--- config.mk ---
export PLATFORM = sky130hd
export DESIGN_NAME = i2c_rx_ctrl
export DESIGN_NICKNAME = d
export VERILOG_FILES = /design/src/rtl/i2c_rx_ctrl.sv
export SDC_FILE = /design/constraint.sdc
export NUM_CORES = 1
export LEC_CHECK = 0
export CAP_MARGIN = 20
export CELL_PAD_IN_SITES_DETAIL_PLACEMENT = 1
export CELL_PAD_IN_SITES_GLOBAL_PLACEMENT = 1
export CORE_ASPECT_RATIO = 1.75
export CORE_MARGIN = 1.5
export CORE_UTILIZATION = 41
export CTS_CLUSTER_SIZE = 10
export DETAILED_ROUTE_END_ITERATION = 8
export MAX_ROUTING_LAYER = met4
export PLACE_DENSITY_LB_ADDON = 0.1
export REMOVE_ABC_BUFFERS = 1
export SLEW_MARGIN = 20
export SYNTH_ARGS = -nofsm -noshare
export SYNTH_HDL_FRONTEND = slang
export SYNTH_SLANG_ARGS = --single-unit
--- constraint.sdc ---
create_clock -name clk -period 5 [get_ports clk]
set_input_delay 1 -clock clk [delete_from_list [all_inputs] [get_ports clk]]
set_output_delay 1 -clock clk [all_outputs]
set_load 0.005 [all_outputs]
--- src/rtl/i2c_rx_ctrl.sv ---
// I2C slave receive control: frames bytes on SCL rising edges, matches the
// address, drives ACK/NACK and pushes received write bytes into the RX FIFO.
module i2c_rx_ctrl #(
  parameter logic [6:0] SLAVE_ADDR = 7'b1111000
) (
  input  logic       clk,
  input  logic       n_rst,
  input  logic       start_found,
  input  logic       stop_found,
  input  logic       rising_edge_found,
  input  logic       falling_edge_found,
  input  logic [7:0] rx_data,
  input  logic       rx_fifo_full,
  output logic       rx_enable,
  output logic       sda_ack,
  output logic       rx_write,
  output logic [7:0] rx_write_data,
  output logic       rw_mode,
  output logic       tx_mode,
  output logic       busy
);

  localparam logic [3:0] IDLE          = 4'd0;
  localparam logic [3:0] ADDR_RX       = 4'd1;
  localparam logic [3:0] ADDR_CHECK    = 4'd2;
  localparam logic [3:0] ADDR_ACK_WAIT = 4'd3;
  localparam logic [3:0] ADDR_ACK      = 4'd4;
  localparam logic [3:0] DATA_RX       = 4'd5;
  localparam logic [3:0] DATA_CHECK    = 4'd6;
  localparam logic [3:0] DATA_ACK_WAIT = 4'd7;
  localparam logic [3:0] DATA_ACK      = 4'd8;
  localparam logic [3:0] NACK_WAIT     = 4'd9;
  localparam logic [3:0] TX_HOLD       = 4'd10;
  localparam logic [3:0] IGNORE        = 4'd11;

  logic [3:0] state, state_nxt;
  logic [3:0] bit_cnt;
  logic       nack_rise;
  logic       byte_done, addr_match, ovr, wr_fire, rw_latch, enter_rx;

  assign ovr        = start_found | stop_found;
  assign byte_done  = rising_edge_found & rx_enable & (bit_cnt == 4'd7);
  assign addr_match = (rx_data[7:1] == SLAVE_ADDR);
  assign wr_fire    = (state == DATA_CHECK) & ~rx_fifo_full & ~ovr;
  assign rw_latch   = (state == ADDR_CHECK) & addr_match & ~ovr;

  always_comb begin
    state_nxt = state;
    case (state)
      ADDR_RX:       if (byte_done) state_nxt = ADDR_CHECK;
      ADDR_CHECK:    state_nxt = addr_match ? ADDR_ACK_WAIT : IGNORE;
      ADDR_ACK_WAIT: if (falling_edge_found) state_nxt = ADDR_ACK;
      ADDR_ACK:      if (falling_edge_found) state_nxt = rw_mode ? TX_HOLD : DATA_RX;
      DATA_RX:       if (byte_done) state_nxt = DATA_CHECK;
      DATA_CHECK:    state_nxt = rx_fifo_full ? NACK_WAIT : DATA_ACK_WAIT;
      DATA_ACK_WAIT: if (falling_edge_found) state_nxt = DATA_ACK;
      DATA_ACK:      if (falling_edge_found) state_nxt = DATA_RX;
      // the first falling edge here closes bit 8; leave after the 9th clock
      NACK_WAIT:     if (falling_edge_found && nack_rise) state_nxt = IGNORE;
      default:       state_nxt = state;
    endcase
    if (start_found)     state_nxt = ADDR_RX;
    else if (stop_found) state_nxt = IDLE;
  end

  assign enter_rx = ((state_nxt == ADDR_RX) || (state_nxt == DATA_RX)) &&
                    ((state_nxt != state) || start_found);

  always_ff @(posedge clk or negedge n_rst) begin
    if (!n_rst) begin
      state         <= IDLE;
      bit_cnt       <= 4'd0;
      nack_rise     <= 1'b0;
      rx_enable     <= 1'b0;
      sda_ack       <= 1'b0;
      rx_write      <= 1'b0;
      rx_write_data <= 8'h00;
      rw_mode       <= 1'b0;
      tx_mode       <= 1'b0;
      busy          <= 1'b0;
    end else begin
      state <= state_nxt;
      if (start_found || enter_rx)
        bit_cnt <= 4'd0;
      else if (rising_edge_found && rx_enable && bit_cnt < 4'd8)
        bit_cnt <= bit_cnt + 4'd1;
      if (state != NACK_WAIT)     nack_rise <= 1'b0;
      else if (rising_edge_found) nack_rise <= 1'b1;
      rx_enable <= (state_nxt == ADDR_RX) || (state_nxt == DATA_RX);
      sda_ack   <= (state_nxt == ADDR_ACK) || (state_nxt == DATA_ACK);
      tx_mode   <= (state_nxt == TX_HOLD);
      busy      <= (state_nxt != IDLE);
      rx_write  <= wr_fire;
      if (wr_fire)  rx_write_data <= rx_data;
      if (rw_latch) rw_mode <= rx_data[0];
    end
  end

endmodule
### After elaboration in Yosys (flattened, before gate mapping)

Cells that the tools add are included.

| operators by class | value |
|---|---|
| multiplexer cells | 17 |
| bitwise gates (word level) | 9 |
| $lt $le $gt $ge | 1 |
| divide/modulo/power cells | 0 |
| reductions and logical operators | 11 |
| $add $sub $neg | 1 |
| equal/unequal tests | 18 |
| multiply operators | 0 |
| shifts and indexed selects | 0 |

Operator list:

| kind | count |
|---|---|
| 2-to-1 mux 4 bit | 14 |
| case mux 4 bit (9 select lines) | 1 |
| == test 4 x 3 -> 1 bit, second input constant | 7 |
| == test 4 bit, second input constant | 4 |
| == test 4 x 1 -> 1 bit, second input constant | 2 |
| == test 4 x 2 -> 1 bit, second input constant | 2 |
| == test 7 bit, second input constant | 1 |
| AND 1 bit | 6 |
| adder 4 x 1 -> 4 bit, second input constant | 1 |
| logical AND 1 bit | 4 |
| logical OR 1 bit | 4 |
| less-than comparator 4 bit, second input constant | 1 |
| inequality test 4 bit | 1 |
| inequality test 4 bit, second input constant | 1 |
| nonzero test 2 bit | 2 |
| nonzero test 4 bit | 1 |
| 2-to-1 mux 1 bit | 2 |
| inverter 1 bit | 2 |
| OR 1 bit | 1 |

| word-level totals | value |
|---|---|
| memories | 0 |
| bits in registers | 23 |
| output and inout bits | 14 |
| latch bits | 0 |
| word-level logic and storage cells | 67 |
| memory bits (read-only) | 0 |
| bits in writable memories | 0 |
| bits of input ports | 15 |

### Depth between registers and ports, before layout

| logic depth | value |
|---|---|
| word-level depth | 11 |
| depth in mapped cells | 8 |
| mapped depth without buffers | 7 |

### Worst setup path after synthesis

OpenSTA, ideal clock, no wires.

| path | value |
|---|---|
| path type | in2reg |
| start point | input port rx_data[2] |
| end point | register busy |
| setup slack | 2549 ps |
| data arrival time | 2320 ps |
| required time | 4869 ps |
| cell stages on the path | 5 |
| setup time | 131 ps |
| path buffers | 0 |
| cell sequence | or4_1 -> a221o_1 -> nand2_2 -> nand2_2 -> or3_1 |

| between the ends | value |
|---|---|
| cells in the longest elaborated chain, start to end | 6 |

Ends and longest elaborated chain:

| what | line | RTL |
|---|---|---|
| from (decl) | 12 | `input logic [7:0] rx_data,` |
| == test 7 bit | 43 | `assign addr_match = (rx_data[7:1] == SLAVE_ADDR);` |
| 2-to-1 mux 4 bit | 51 | `ADDR_CHECK: state_nxt = addr_match ? ADDR_ACK_WAIT : IGNORE;` |
| case mux 4 bit (9 select lines) | 49 | `case (state)` |
| 2-to-1 mux 4 bit | 63 | `else if (stop_found) state_nxt = IDLE;` |
| 2-to-1 mux 4 bit | 62 | `if (start_found) state_nxt = ADDR_RX;` |
| nonzero test 4 bit | 92 | `busy <= (state_nxt != IDLE);` |
| to (signal assigned) | 92 |  |
| to (decl) | 20 | `output logic busy` |

No other way between the ends.
A chain may end at the register's enable or synchronous reset.

### Worst setup path in the final report

| path | value |
|---|---|
| start point | input port falling_edge_found |
| end point | register busy |

| between the ends | value |
|---|---|
| cells in the longest elaborated chain, start to end | 6 |
| elaborated cells on any way between the ends | 10 |
| classes of those cells | mux (8); reduce/logical (2) |

Ends and longest elaborated chain:

| what | line | RTL |
|---|---|---|
| from (decl) | 11 | `input logic falling_edge_found,` |
| logical AND 1 bit | 59 | `NACK_WAIT: if (falling_edge_found && nack_rise) state_nxt = IGNORE;` |
| 2-to-1 mux 4 bit | 59 |  |
| case mux 4 bit (9 select lines) (*) | 49 |  |
| 2-to-1 mux 4 bit (*) | 63 |  |
| 2-to-1 mux 4 bit (*) | 62 |  |
| net state_nxt[2] | 36 | `logic [3:0] state, state_nxt;` |
| nonzero test 4 bit (*) | 92 |  |

The timed path passes the listed nets; every way through them passes the cells marked *.

==> results by group <==
Run status
  – Status: complete, no violations

Clock tree
  – Setup Fix Bufs, Post-CTS: 0
  – Clk sinks: 23
  – Clk slew on worst S/H paths: 0.08 ns
  – Clk buf depth: 2
  – Root buffer cell: clkbuf_8
  – Htree depth: 1
  – CTS tree: built
  – Cts repair resizes: 0
  – Clock latency on the worst-skew pair: 0.26 ns
  – Num CTS Buffers: 3
  – CTS Hold Buffers Added: 0

Timing
  – Final Setup Violations: 0
  – RSZ-0062 raised after global routing: no
  – Worst slew margin: 0.623
  – Worst hold slack: 0.517 ns
  – Fin. Hold Viols: 0
  – Pins Over Slew Limit: 0
  – Tmin final: 3.01 ns
  – Worst Tran Pin Value: 0.565 ns
  – Setup_tns: 0 ns
  – Final period utilization: 0.603
  – Peak Freq: 332 MHz
  – Fin Clk Skew: 0.00194 ns
  – Worst setup margin: 1.99 ns

Floorplan
  – Die ar.: 3680 sq um
  – Die height: 79.1 microns
  – Width of the die: 46.5 microns
  – Row cnt: 27
  – I/O pin total: 29
  – Core area: 3140 sq um
  – Starting Density: 0.432

Synthesis
  – Post-Synth Adder-Cell Area: 0.00923
  – Post-synthesis mux area share: 0.0738
  – Yosys reg bits: 23
  – Yosys cell types: 56
  – XOR/XNOR Fraction of Synth Area: 0.0129
  – Post-synth EDFFs: 0
  – Synthesized cell area: 1360 sq um
  – Syn_area_per_cell: 10.1 sq um
  – Largest family of logic cells by synthesized area: simple AND/OR/NAND/NOR gates
  – Post-synth ARST share: 1.00
  – Synth area leader: dfrtp_1
  – Register area share after synthesis: 0.424
  – Synth Warn #: 0
  – Synth top area cells: dfrtp_1 (42%), mux2_2 (5.8%), nor2b_1 (2.3%), a21oi_1 (2.2%), buf_4 (2.2%)
  – Ys flop type: dfrtp_1
  – Synth Area in Simple Gates: 0.222
  – Mapped Cells: 134
  – Compound-Gate Fraction of Synth Area: 0.189
  – Post-synth top area share: 0.424

Placed design
  – Setup WS pre-CTS: 1.75 ns
  – DPL Wire Length: 2830 microns
  – GPL Wtd Cong: 0.861
  – Port Buffers: 28
  – Placed inst area: 1630 sq um
  – Placed Cells: 197

Drt
  – Routed Antenna Nets: 0
  – Vias: 1149
  – DRC viols: 0
  – Via/cell ratio: 5.72
  – Final wirelength: 3800 microns
  – Initial DRT Pass Iterations: 4
  – Routed len/inst: 18.9 microns
  – 1st-iter DRT viols: 19

Hold path
  – Hold WC Path Type: flop to flop
  – Hold Path Origin: rx_write_data[6]

Global routing
  – Global Route met3 Usage: 0.0250
  – Vias in the first global route: 1291
  – Busiest grt layer: met2
  – Largest net degree at the start of global routing: 24
  – Global Route Usage Sum: 0.239
  – Initial antenna violation count: 0
  – Met1 Usage GRT: 0.282
  – GR Util met2: 0.411
  – First-pass GRT wire length: 6280 microns
  – Global route total overflow: 0

Setup path
  – Critical path cell sequence: clkdlybuf4s50_1 > nand2_1 > a211o_2 > a31oi_1 > or2_1 > nor2b_1 > or3_1
  – WP data required: 5.14 ns
  – Worst R2R Start: state[1]
  – CP Class: input pin to flop
  – Crit path max fanout: 9
  – CP max-delay cell: clkdlybuf4s50_1
  – Worst stage delay on the critical path: 0.67 ns
  – Worst Path Arrival: 3.16 ns
  – CP Buf/Inv Count: 1
  – Setup crit start kind: input pin
  – Crit. End Element: flop
  – Critical path's top delay family: simple AND/OR/NAND/NOR gates
  – Critical Path Source: falling_edge_found

Layout
  – Layout Cells excl Fill: 201
  – Flip-flop and latch area: 576 sq um
  – Nets: 175
  – Area of the multi-input gates: 688 sq um
  – Area delta synth->final: 23.1%
  – Layout cells sized above 1: 0.127
  – Antenna diodes: 0
  – Fillers: 354
  – Final instance area: 1670 sq um

Flow run
  – Max cap viols: 0

Power and ir drop
  – Leak Pwr: 0.760 nW
  – Max IR drop VDD: 0.172 mV
  – PwrDens: 237 nW/um^2
[cell usage in the layout (no fill, tap or decap), drive strengths merged, types with 2 or more instances in the layout]
| cell type | Yosys | routed |
|---|---|---|
| clkdlybuf4s50 | 0 | 27 |
| dfrtp | 23 | 23 |
| inv | 8 | 8 |
| mux2 | 8 | 8 |
| nor2 | 7 | 7 |
| a21oi | 6 | 6 |
| nand2 | 6 | 6 |
| nor2b | 5 | 5 |
| nor3 | 5 | 5 |
| a31oi | 4 | 4 |
| nand3 | 4 | 4 |
| nand4 | 3 | 3 |
| and3 | 3 | 3 |
| clkbuf | 0 | 3 |
| nor4 | 3 | 3 |
| o2111ai | 2 | 2 |
| nand2b | 2 | 2 |
| nand3b | 2 | 2 |
| or3 | 2 | 2 |
| o211a | 2 | 2 |
| o21ai | 2 | 2 |
| a21boi | 2 | 2 |
| or2 | 2 | 2 |
[sequential cells by signal, summed over array words and instances (netlist names)]
signal         flops
rx_enable          1
rx_write_data      8
sda_ack            1
state              4
busy               1
tx_mode            1
bit_cnt            4
nack_rise          1
rx_write           1
rw_mode            1
[cells in the mapped netlist (2+ instances only)]
| library cell | n |
|---|---|
| dfrtp_1 | 23 |
| inv_1 | 7 |
| mux2_2 | 7 |
| nor2_1 | 7 |
| a21oi_1 | 6 |
| nor2b_1 | 5 |
| nor3_1 | 5 |
| a31oi_1 | 4 |
| buf_4 | 4 |
| nand2_1 | 4 |
| nand3_1 | 4 |
| and3_1 | 3 |
| nand4_1 | 3 |
| buf_2 | 2 |
| buf_6 | 2 |
| nand2_2 | 2 |
| nand2b_1 | 2 |
| nand3b_1 | 2 |
| nor4_1 | 2 |
| o2111ai_1 | 2 |
| o211a_1 | 2 |
| or3_1 | 2 |
[worst reg2reg max path, delay by kind of cell, from the launching register on]
kind | cells | cell delay [ns]
flip-flops | 1 | 0.71
AND/OR/NAND/NOR | 3 | 0.66
AO/OA/AOI/OAI | 2 | 0.59
buffers and inverters | 1 | 0.16
[kinds of logic after synthesis]
family | after synthesis
xor gates and xnor gates | 2
adders and majority gates | 1
AOI/OAI and AO/OA | 32
buffers and inverters | 16
muxes | 9
and+or+nand+nor | 51
DFF | 23
[cell type report]
cell class                 count  area share
sequential                    23       0.345
tap                           43      0.0322
timing repair buffer          28       0.165
clock inverter                 1     0.00300
multi-input combinational     95       0.412
inverter                       8      0.0180
clock buffer                   3      0.0247
[report_power, final]
part / total, W / switching, W / internal [W]
Sequential: 0.000203 / 0.0000115 / 0.000192
Combinational: 0.0000769 / 0.0000405 / 0.0000365
Clock: 0.000115 / 0.0000597 / 0.0000555
[through the flow]
step,util,power (W)
finish,0.531,0.000396
global placement,0.518,0.000279
floorplan,-,0.000245
detailed placement,0.518,0.000284
CTS,0.533,0.000399
global route,0.531,0.000414
[routing by layer]
metal	part of all wire	wire length, microns
met1	0.40	1520
met2	0.57	2150
met3	0.019	72
met4	0.014	55
met5	0	0
[final timing paths]
kind                                    end  slack (ns)  cells after the start
max                                    busy        1.99                      7
min                        rx_write_data[6]        0.52                      1
max reg2reg                            busy        2.76                      6
min reg2reg                rx_write_data[6]        0.52                      1
max in group asynchronous  rx_write_data[5]        3.95                      1
min in group asynchronous  rx_write_data[1]        0.70                      1
No activity file was read; power rests on OpenSTA's default activity.
